==> config.mk <==
export PLATFORM = sky130hd
export DESIGN_NAME = poly_bram_reader
export DESIGN_NICKNAME = d
export VERILOG_FILES = /design/src/rtl/poly_bram_reader.sv
export SDC_FILE = /design/constraint.sdc
export NUM_CORES = 1
export LEC_CHECK = 0
export CORE_MARGIN = 1.5
export CORE_UTILIZATION = 50
export DETAILED_ROUTE_END_ITERATION = 12
export GPL_ROUTABILITY_DRIVEN = 1
export PLACE_DENSITY = 0.74
export SYNTH_ARGS = -nofsm -noshare
export SYNTH_HDL_FRONTEND = slang
export SYNTH_SLANG_ARGS = --single-unit
==> constraint.sdc <==
create_clock -name clk -period 4.26 [get_ports clk]
set_clock_uncertainty 0.05 [all_clocks]
set_input_delay 0.852 -clock clk [delete_from_list [all_inputs] [get_ports clk]]
set_output_delay 0.852 -clock clk [all_outputs]
set_load 0.005 [all_outputs]
==> src/rtl/poly_bram_reader.sv <==
// Streams one 64-word packed polynomial out of a coefficient BRAM as a ready/valid
// coefficient stream, with a credit-controlled 2-word buffer absorbing read latency.
module poly_bram_reader #(
    parameter int unsigned COEFF_W = 24,
    parameter int unsigned LANES   = 4,
    parameter int unsigned WORDS   = 64,
    parameter int unsigned ADDR_W  = 6
) (
    input  logic                     clk,
    input  logic                     rst,
    input  logic                     start,
    input  logic                     swizzle,
    output logic                     busy,
    output logic                     done,
    output logic                     bram_en,
    output logic [ADDR_W-1:0]        bram_addr,
    input  logic [LANES*COEFF_W-1:0] bram_dout,
    output logic                     m_valid,
    input  logic                     m_ready,
    output logic [COEFF_W-1:0]       m_data,
    output logic                     m_last
);

    localparam int unsigned LANE_W = $clog2(LANES);
    localparam int unsigned CNT_W  = $clog2(WORDS * LANES);
    localparam logic [CNT_W-1:0]  LastCoef = CNT_W'(WORDS * LANES - 1);
    localparam logic [ADDR_W:0]   LastWord = (ADDR_W + 1)'(WORDS - 1);
    localparam logic [LANE_W-1:0] LastLane = LANE_W'(LANES - 1);

    typedef enum logic [1:0] {StIdle, StRun, StDrain} state_e;

    state_e                   state_q;
    logic [ADDR_W:0]          word_addr_q;
    logic [CNT_W-1:0]         coef_cnt_q;
    logic [LANE_W-1:0]        lane_q;
    logic                     swz_q;
    logic                     inflight_q;
    logic [1:0]               occ_q;
    logic [LANES*COEFF_W-1:0] buf0_q;
    logic [LANES*COEFF_W-1:0] buf1_q;

    logic                     hs;
    logic                     pop;
    logic                     push;
    logic [1:0]               credit;
    logic [LANE_W-1:0]        sel;

    // Words buffered plus the one read that may still be in flight.
    assign credit    = occ_q + {1'b0, inflight_q};
    assign bram_en   = (state_q == StRun) && (credit < 2'd2);
    assign bram_addr = word_addr_q[ADDR_W-1:0];
    assign m_valid   = (occ_q != 2'd0);
    assign hs        = m_valid & m_ready;
    assign pop       = hs && (lane_q == LastLane);
    assign push      = inflight_q;
    assign m_last    = m_valid && (coef_cnt_q == LastCoef);

    // Swizzled packing presents lanes 1,3,0,2 of each word.
    always_comb begin
        sel = lane_q;
        if (swz_q) begin
            case (lane_q)
                2'd0:    sel = 2'd1;
                2'd1:    sel = 2'd3;
                2'd2:    sel = 2'd0;
                default: sel = 2'd2;
            endcase
        end
    end

    always_comb begin
        m_data = '0;
        for (int k = 0; k < LANES; k++) begin
            if (sel == LANE_W'(k)) begin
                m_data = buf0_q[k*COEFF_W +: COEFF_W];
            end
        end
    end

    always_ff @(posedge clk or negedge rst) begin
        if (!rst) begin
            lane_q     <= '0;
            inflight_q <= 1'b0;
            occ_q      <= 2'd0;
            buf0_q     <= '0;
            buf1_q     <= '0;
        end else begin
            inflight_q <= bram_en;
            if (hs) begin
                lane_q <= lane_q + 1'b1;
            end
            case ({push, pop})
                2'b10: begin
                    if (occ_q == 2'd0) begin
                        buf0_q <= bram_dout;
                    end else begin
                        buf1_q <= bram_dout;
                    end
                    occ_q <= occ_q + 2'd1;
                end
                2'b01: begin
                    buf0_q <= buf1_q;
                    occ_q  <= occ_q - 2'd1;
                end
                2'b11: begin
                    if (occ_q == 2'd1) begin
                        buf0_q <= bram_dout;
                    end else begin
                        buf0_q <= buf1_q;
                        buf1_q <= bram_dout;
                    end
                end
                default: ;
            endcase
        end
    end

    always_ff @(posedge clk or negedge rst) begin
        if (!rst) begin
            state_q     <= StIdle;
            word_addr_q <= '0;
            coef_cnt_q  <= '0;
            swz_q       <= 1'b0;
            busy        <= 1'b0;
            done        <= 1'b0;
        end else begin
            done <= 1'b0;
            if (hs && (coef_cnt_q != LastCoef)) begin
                coef_cnt_q <= coef_cnt_q + 1'b1;
            end
            case (state_q)
                StIdle: begin
                    // A start coinciding with done is still the tail of the last run.
                    if (start && !done) begin
                        swz_q       <= swizzle;
                        word_addr_q <= '0;
                        coef_cnt_q  <= '0;
                        busy        <= 1'b1;
                        state_q     <= StRun;
                    end
                end
                StRun: begin
                    if (bram_en) begin
                        word_addr_q <= word_addr_q + 1'b1;
                        if (word_addr_q == LastWord) begin
                            state_q <= StDrain;
                        end
                    end
                end
                StDrain: begin
                    if (hs && (coef_cnt_q == LastCoef)) begin
                        busy    <= 1'b0;
                        done    <= 1'b1;
                        state_q <= StIdle;
                    end
                end
                default: state_q <= StIdle;
            endcase
        end
    end

endmodule
Word level (Yosys, flattened, before mapping)
Index checks and enable logic that the tools add are counted.

Input bits: 101. Register bits: 217. Output and inout port bits: 35. Word-level logic and storage cells: 93.

Equality and inequality tests: 22. Bitwise operators: 1. Mux-type cells: 29. Order comparisons: 1. Add/subtract/negate cells: 6. Reductions and logical operators: 23.

Operators with widths (count): two-way mux 96 bit (4); one-hot mux 96 bit (3 select lines) (1); one-hot mux 96 bit (2 select lines) (1); two-way mux 24 bit (4); two-way mux 8 bit (3); == test 2 bit, second input constant (7); two-way mux 7 bit (2); one-hot mux 7 bit (2 select lines) (1); != test 2 bit, second input constant (6); one-hot mux 2 bit (3 select lines) (2); == test 2 x 1 -> 1 bit, second input constant (5); two-way mux 2 bit (5); nonzero test 2 bit (5); AND reduction 3 bit (3); adder 8 x 1 -> 8 bit, second input constant (1); == test 8 bit, second input constant (1); zero test 2 bit (4); != test 8 bit, second input constant (1); adder 7 x 1 -> 7 bit, second input constant (1); == test 7 x 6 -> 1 bit, second input constant (1); logical AND 1 bit (6); adder 2 x 1 -> 2 bit, second input constant (2); two-way mux 1 bit (4); one-hot mux 2 bit (2 select lines) (1); 10 further kinds (11).

Logic depth before layout (Yosys ltp)
Word-level depth: 8. Gate-level depth with buffers: 12. Depth with buffers taken out: 10.

Least setup slack after synthesis
No wires, ideal clock.

Path kind: input-to-reg. From: in m_ready. To: reg buf1_q[30]. Slack: 1558 ps. Arrival time: 2524 ps. Stages on the path: 10. Setup time: 127 ps. Required time: 4083 ps. Buffers on the path: 2. Cell sequence: nor2b_1 -> and2_1 -> inv_1 -> ha_1 -> nand2_1 -> o21ai_1 -> a21oi_1 -> buf_4 -> buf_6 -> mux2_1.

Cells in the longest elaborated chain, start to end: 5. Elaborated cells between the ends (all ways): 9. Those cells by class: eq/ne (4); mux (1); bitwise (1); reduce/logical (3).

Ends and longest elaborated chain: start, declared (RTL line 19) `input logic m_ready,`; bitwise AND 1 bit (*) (RTL line 53) `assign hs = m_valid & m_ready;`; logical AND 1 bit (*) (RTL line 54) `assign pop = hs && (lane_q == LastLane);`; == test 2 bit (RTL line 92) `case ({push, pop})`; != test 2 bit (no source line) / nonzero test 2 bit (equally long branches); AND reduction 3 bit (no source line); end signal, assigned (RTL line 97) `buf1_q <= bram_dout;`; end signal, assigned (RTL line 110) `buf1_q <= bram_dout;`; end, declared (RTL line 40) `logic [LANES*COEFF_W-1:0] buf1_q;`.

Mark *: on every way between the ends. The rest lies on a longest branch, timed or not. A chain may end at the register's enable or synchronous reset.

Final worst setup path
From: reg lane_q[0]. To: out m_data[20].

Cells in the longest elaborated chain, start to end: 8. Elaborated cells between the ends (all ways): 13. Those cells by class: eq/ne (5); mux (6); reduce/logical (2).

Ends and longest elaborated chain: start, declared (RTL line 35) `logic [LANE_W-1:0] lane_q;`; start signal, assigned (RTL line 90) `lane_q <= lane_q + 1'b1;`; == test 2 bit (tied with other cells) (RTL line 62) `case (lane_q)`; one-hot mux 2 bit (3 select lines) (RTL line 62); two-way mux 2 bit (*) (RTL line 61) `if (swz_q) begin`; zero test 2 bit (RTL line 74) `if (sel == LANE_W'(k)) begin`; two-way mux 24 bit (3 in series) (RTL line 74); two-way mux 24 bit (*) (RTL line 74); end, declared (RTL line 20) `output logic [COEFF_W-1:0] m_data,`.

Marked as above.

==> flow_metrics.env <==
export IMPL_dpl_cell_area_um2=11300
export IMPL_synth_area_leader_cell="dfrtp_1"
export IMPL_drtIter0Drc=404
export IMPL_seq_area_frac_synth_pct=56.2
export IMPL_postCtsResizedCells=0
export IMPL_routed_via_count=6780
export IMPL_hold_buffers=0
export IMPL_placedCellCount=1147
export IMPL_dp_hpwl_um=14100
export IMPL_antenna_found_initial=2
export IMPL_yosysTopAreaCellShare_pct=56.2
export IMPL_htree_num_levels=1
export IMPL_period_share_pct=91.7
export IMPL_power_mw=10.3
export IMPL_synthTopCellsByArea="dfrtp_1 56%, a22oi_1 7.5%, mux2_2 6.5%, mux4_2 5.6%, a21oi_1 5.2%"
export IMPL_root_buffer="clkbuf_16"
export IMPL_worstPathMaxFanout=17
export IMPL_seqPwrFrac_pct=36.2
export IMPL_syn_nets=908
export IMPL_grt_pass1_wl_um=35800
export IMPL_fillCellCount=1391
export IMPL_cts_tree="done"
export IMPL_cts_setup_buffers=0
export IMPL_worst_slew_pin_slew_ns=0.822
export IMPL_netlist_top_cells_count="217 x dfrtp_1, 105 x nor2_1, 101 x a21oi_1"
export IMPL_grt_usage_pct=22.5
export IMPL_arrival_ns=3.00
export IMPL_maxCapViolCount=0
export IMPL_cp_end_kind="primary output"
export IMPL_synth_fa_ha_area_share_pct=1.17
export IMPL_grt_max_degree=143
export IMPL_rr_worst_depth=9
export IMPL_synthFlopType="dfrtp_1"
export IMPL_cts_max_path_buffers=3
export IMPL_rsz0062_at_grt="no"
export IMPL_worstPathRequired_ns=3.36
export IMPL_num_rows=50
export IMPL_syn_avg_cell_area_um2=12.1
export IMPL_p_sw_mw=3.50
export IMPL_cts_buffers=24
export IMPL_comb_power_share_pct=41.4
export IMPL_maxSlewHeadroom_pct=45.0
export IMPL_wl_per_cell_um=18.7
export IMPL_clkSlewWorstSetupHoldPaths_ns=0.05
export IMPL_io_buffers=135
export IMPL_die_w_um=142
export IMPL_hold_viol_final=0
export IMPL_worstHoldPathType="input port to async pin"
export IMPL_synth_cell_type_count=40
export IMPL_drc_errors=0
export IMPL_synth_edf_count=0
export IMPL_outcome="complete, no violations"
export IMPL_timing_setup_tns_ns=0
export IMPL_nets=1023
export IMPL_grt_pass1_vias=6602
export IMPL_r2r_slack_ns=1.30
export IMPL_ir_worst_vdd_mv=0.623
export IMPL_ant_nets=0
export IMPL_critPathKind="register to primary output"
export IMPL_dr_pass1_iters=4
export IMPL_wl_um=22300
export IMPL_setup_viol=0
export IMPL_yosysWarnings=0
export IMPL_synth_compound_area_share_pct=14.3
export IMPL_utilization_pct=64.7
export IMPL_ios=136
export IMPL_clk_latency_ns=0.51
export IMPL_powerDensity_nw_per_um2=845
export IMPL_initial_core_util_pct=51.3
export IMPL_synthMuxAreaShare_pct=17.3
export IMPL_critPathLaunchType="register"
export IMPL_core_region_area_um2=18800
export IMPL_yosysMostFrequentCell="dfrtp_1"
export IMPL_switching_share_pct=34.0
export IMPL_grt_remaining_overflow=0
export IMPL_synth_simple_area_share_pct=6.57
export IMPL_routabilityCongestion=0.798
export IMPL_synth_cells=798
export IMPL_netlist_area_um2=9660
export IMPL_fin_crit_ns=3.91
export IMPL_fmax_mhz=256
export IMPL_power_leakage_nw=4.97
export IMPL_syn2layout_area_growth_pct=26.2
export IMPL_fin_area_um2=12200
export IMPL_p_int_mw=6.80
export IMPL_power_frac_clock_pct=22.3
export IMPL_drive_gt1_share_pct=15.9
export IMPL_clock_sinks=217
export IMPL_dieArea_um2=20200
export IMPL_synth_top_family_by_area="multiplexers"
export IMPL_fin_cells=1193
export IMPL_synth_xor_area_share_pct=0.544
export IMPL_vias_per_cell=5.68
export IMPL_ys_seq_elements=217
export IMPL_async_reset_ff_share_pct=100
export IMPL_slew_violations=0
export IMPL_dieHeight_um=142
[stage by stage]
stage	hold slack [ns]	setup slack, ns
after floorplan	0.409	1.56
after global placement	0.417	0.764
after detailed placement	0.425	0.705
after CTS	0.413	0.277
after global routing	0.442	0.176
final	0.383	0.354
[final cells by class]
class | count | area, µm² | share of cell area, %
Antenna cell | 2 | 5.00 | 0.0411
Clock buffer | 33 | 706 | 5.79
Clock inverter | 11 | 184 | 1.51
Inverter | 9 | 33.8 | 0.277
Multi-Input combinational cell | 508 | 3920 | 32.1
Sequential cell | 217 | 5430 | 44.5
Tap cell | 260 | 325 | 2.67
Timing Repair Buffer | 153 | 1590 | 13.0
[power by group through the flow]
stage | sequential (mW) | clock, mW | combinational, mW
floorplan | 3.51 | 0 | 3.04
global placement | 3.71 | 0 | 4.18
detailed placement | 3.74 | 0 | 4.28
CTS | 3.72 | 2.33 | 4.30
global route | 3.85 | 2.42 | 4.67
finish | 3.73 | 2.30 | 4.27
[critical path: stages (launching register included)]
cell and delay [ns]:
dfrtp_1 0.47, o21ai_4 0.69, buf_4 0.33, mux4_2 0.53
clkdlybuf4s50_1 0.47
[routing by layer]
layer | vias up | track usage (%) | part of all wire, %
met3 | 33 | 4.71 | 5.9
li1 | 3151 | - | -
met1 | 3424 | 34.5 | 47
met2 | 172 | 32.7 | 45
met4 | 0 | 6.08 | 2.0
met5 | - | 0 | 0
[logic make-up after synthesis]
family	count (synthesis)
xor+xnor	6
flops	217
buf+inv	73
simple gates	149
fa+ha+maj	9
mux	125
compound gates	219
[worst paths after layout]
path	start	to
worst max-delay path	lane_q[0]$_DFFE_PN0P_	m_data[20]
worst min-delay path	rst	coef_cnt_q[5]$_DFF_PN0_
worst max register to register	occ_q[0]$_DFFE_PN0P_	buf0_q[81]$_DFFE_PN0P_
worst min register to register	buf1_q[34]$_DFFE_PN0P_	buf1_q[34]$_DFFE_PN0P_
max in group asynchronous	rst	buf0_q[33]$_DFFE_PN0P_
min in group clk	buf1_q[34]$_DFFE_PN0P_	buf1_q[34]$_DFFE_PN0P_
[layout by cell type (no fill, tap or decap), types with 8 or more instances in the layout]
cell type	n
mux4_2	24
clkbuf_16	25
buf_4	10
clkdlybuf4s50_1	134
dfrtp_1	217
mux2_2	56
buf_12	8
nor2_1	105
inv_1	9
mux2_1	40
a21oi_1	99
a22oi_1	96
ha_1	9
nand2_1	20
[registers in the layout, summed over array words and instances (netlist names)]
signal,count
buf0_q,96
buf1_q,96
coef_cnt_q,8
word_addr_q,7
lane_q,2
occ_q,2
state_q,2
busy,1
done,1
inflight_q,1
swz_q,1
Power figures use the tool's default switching activity.
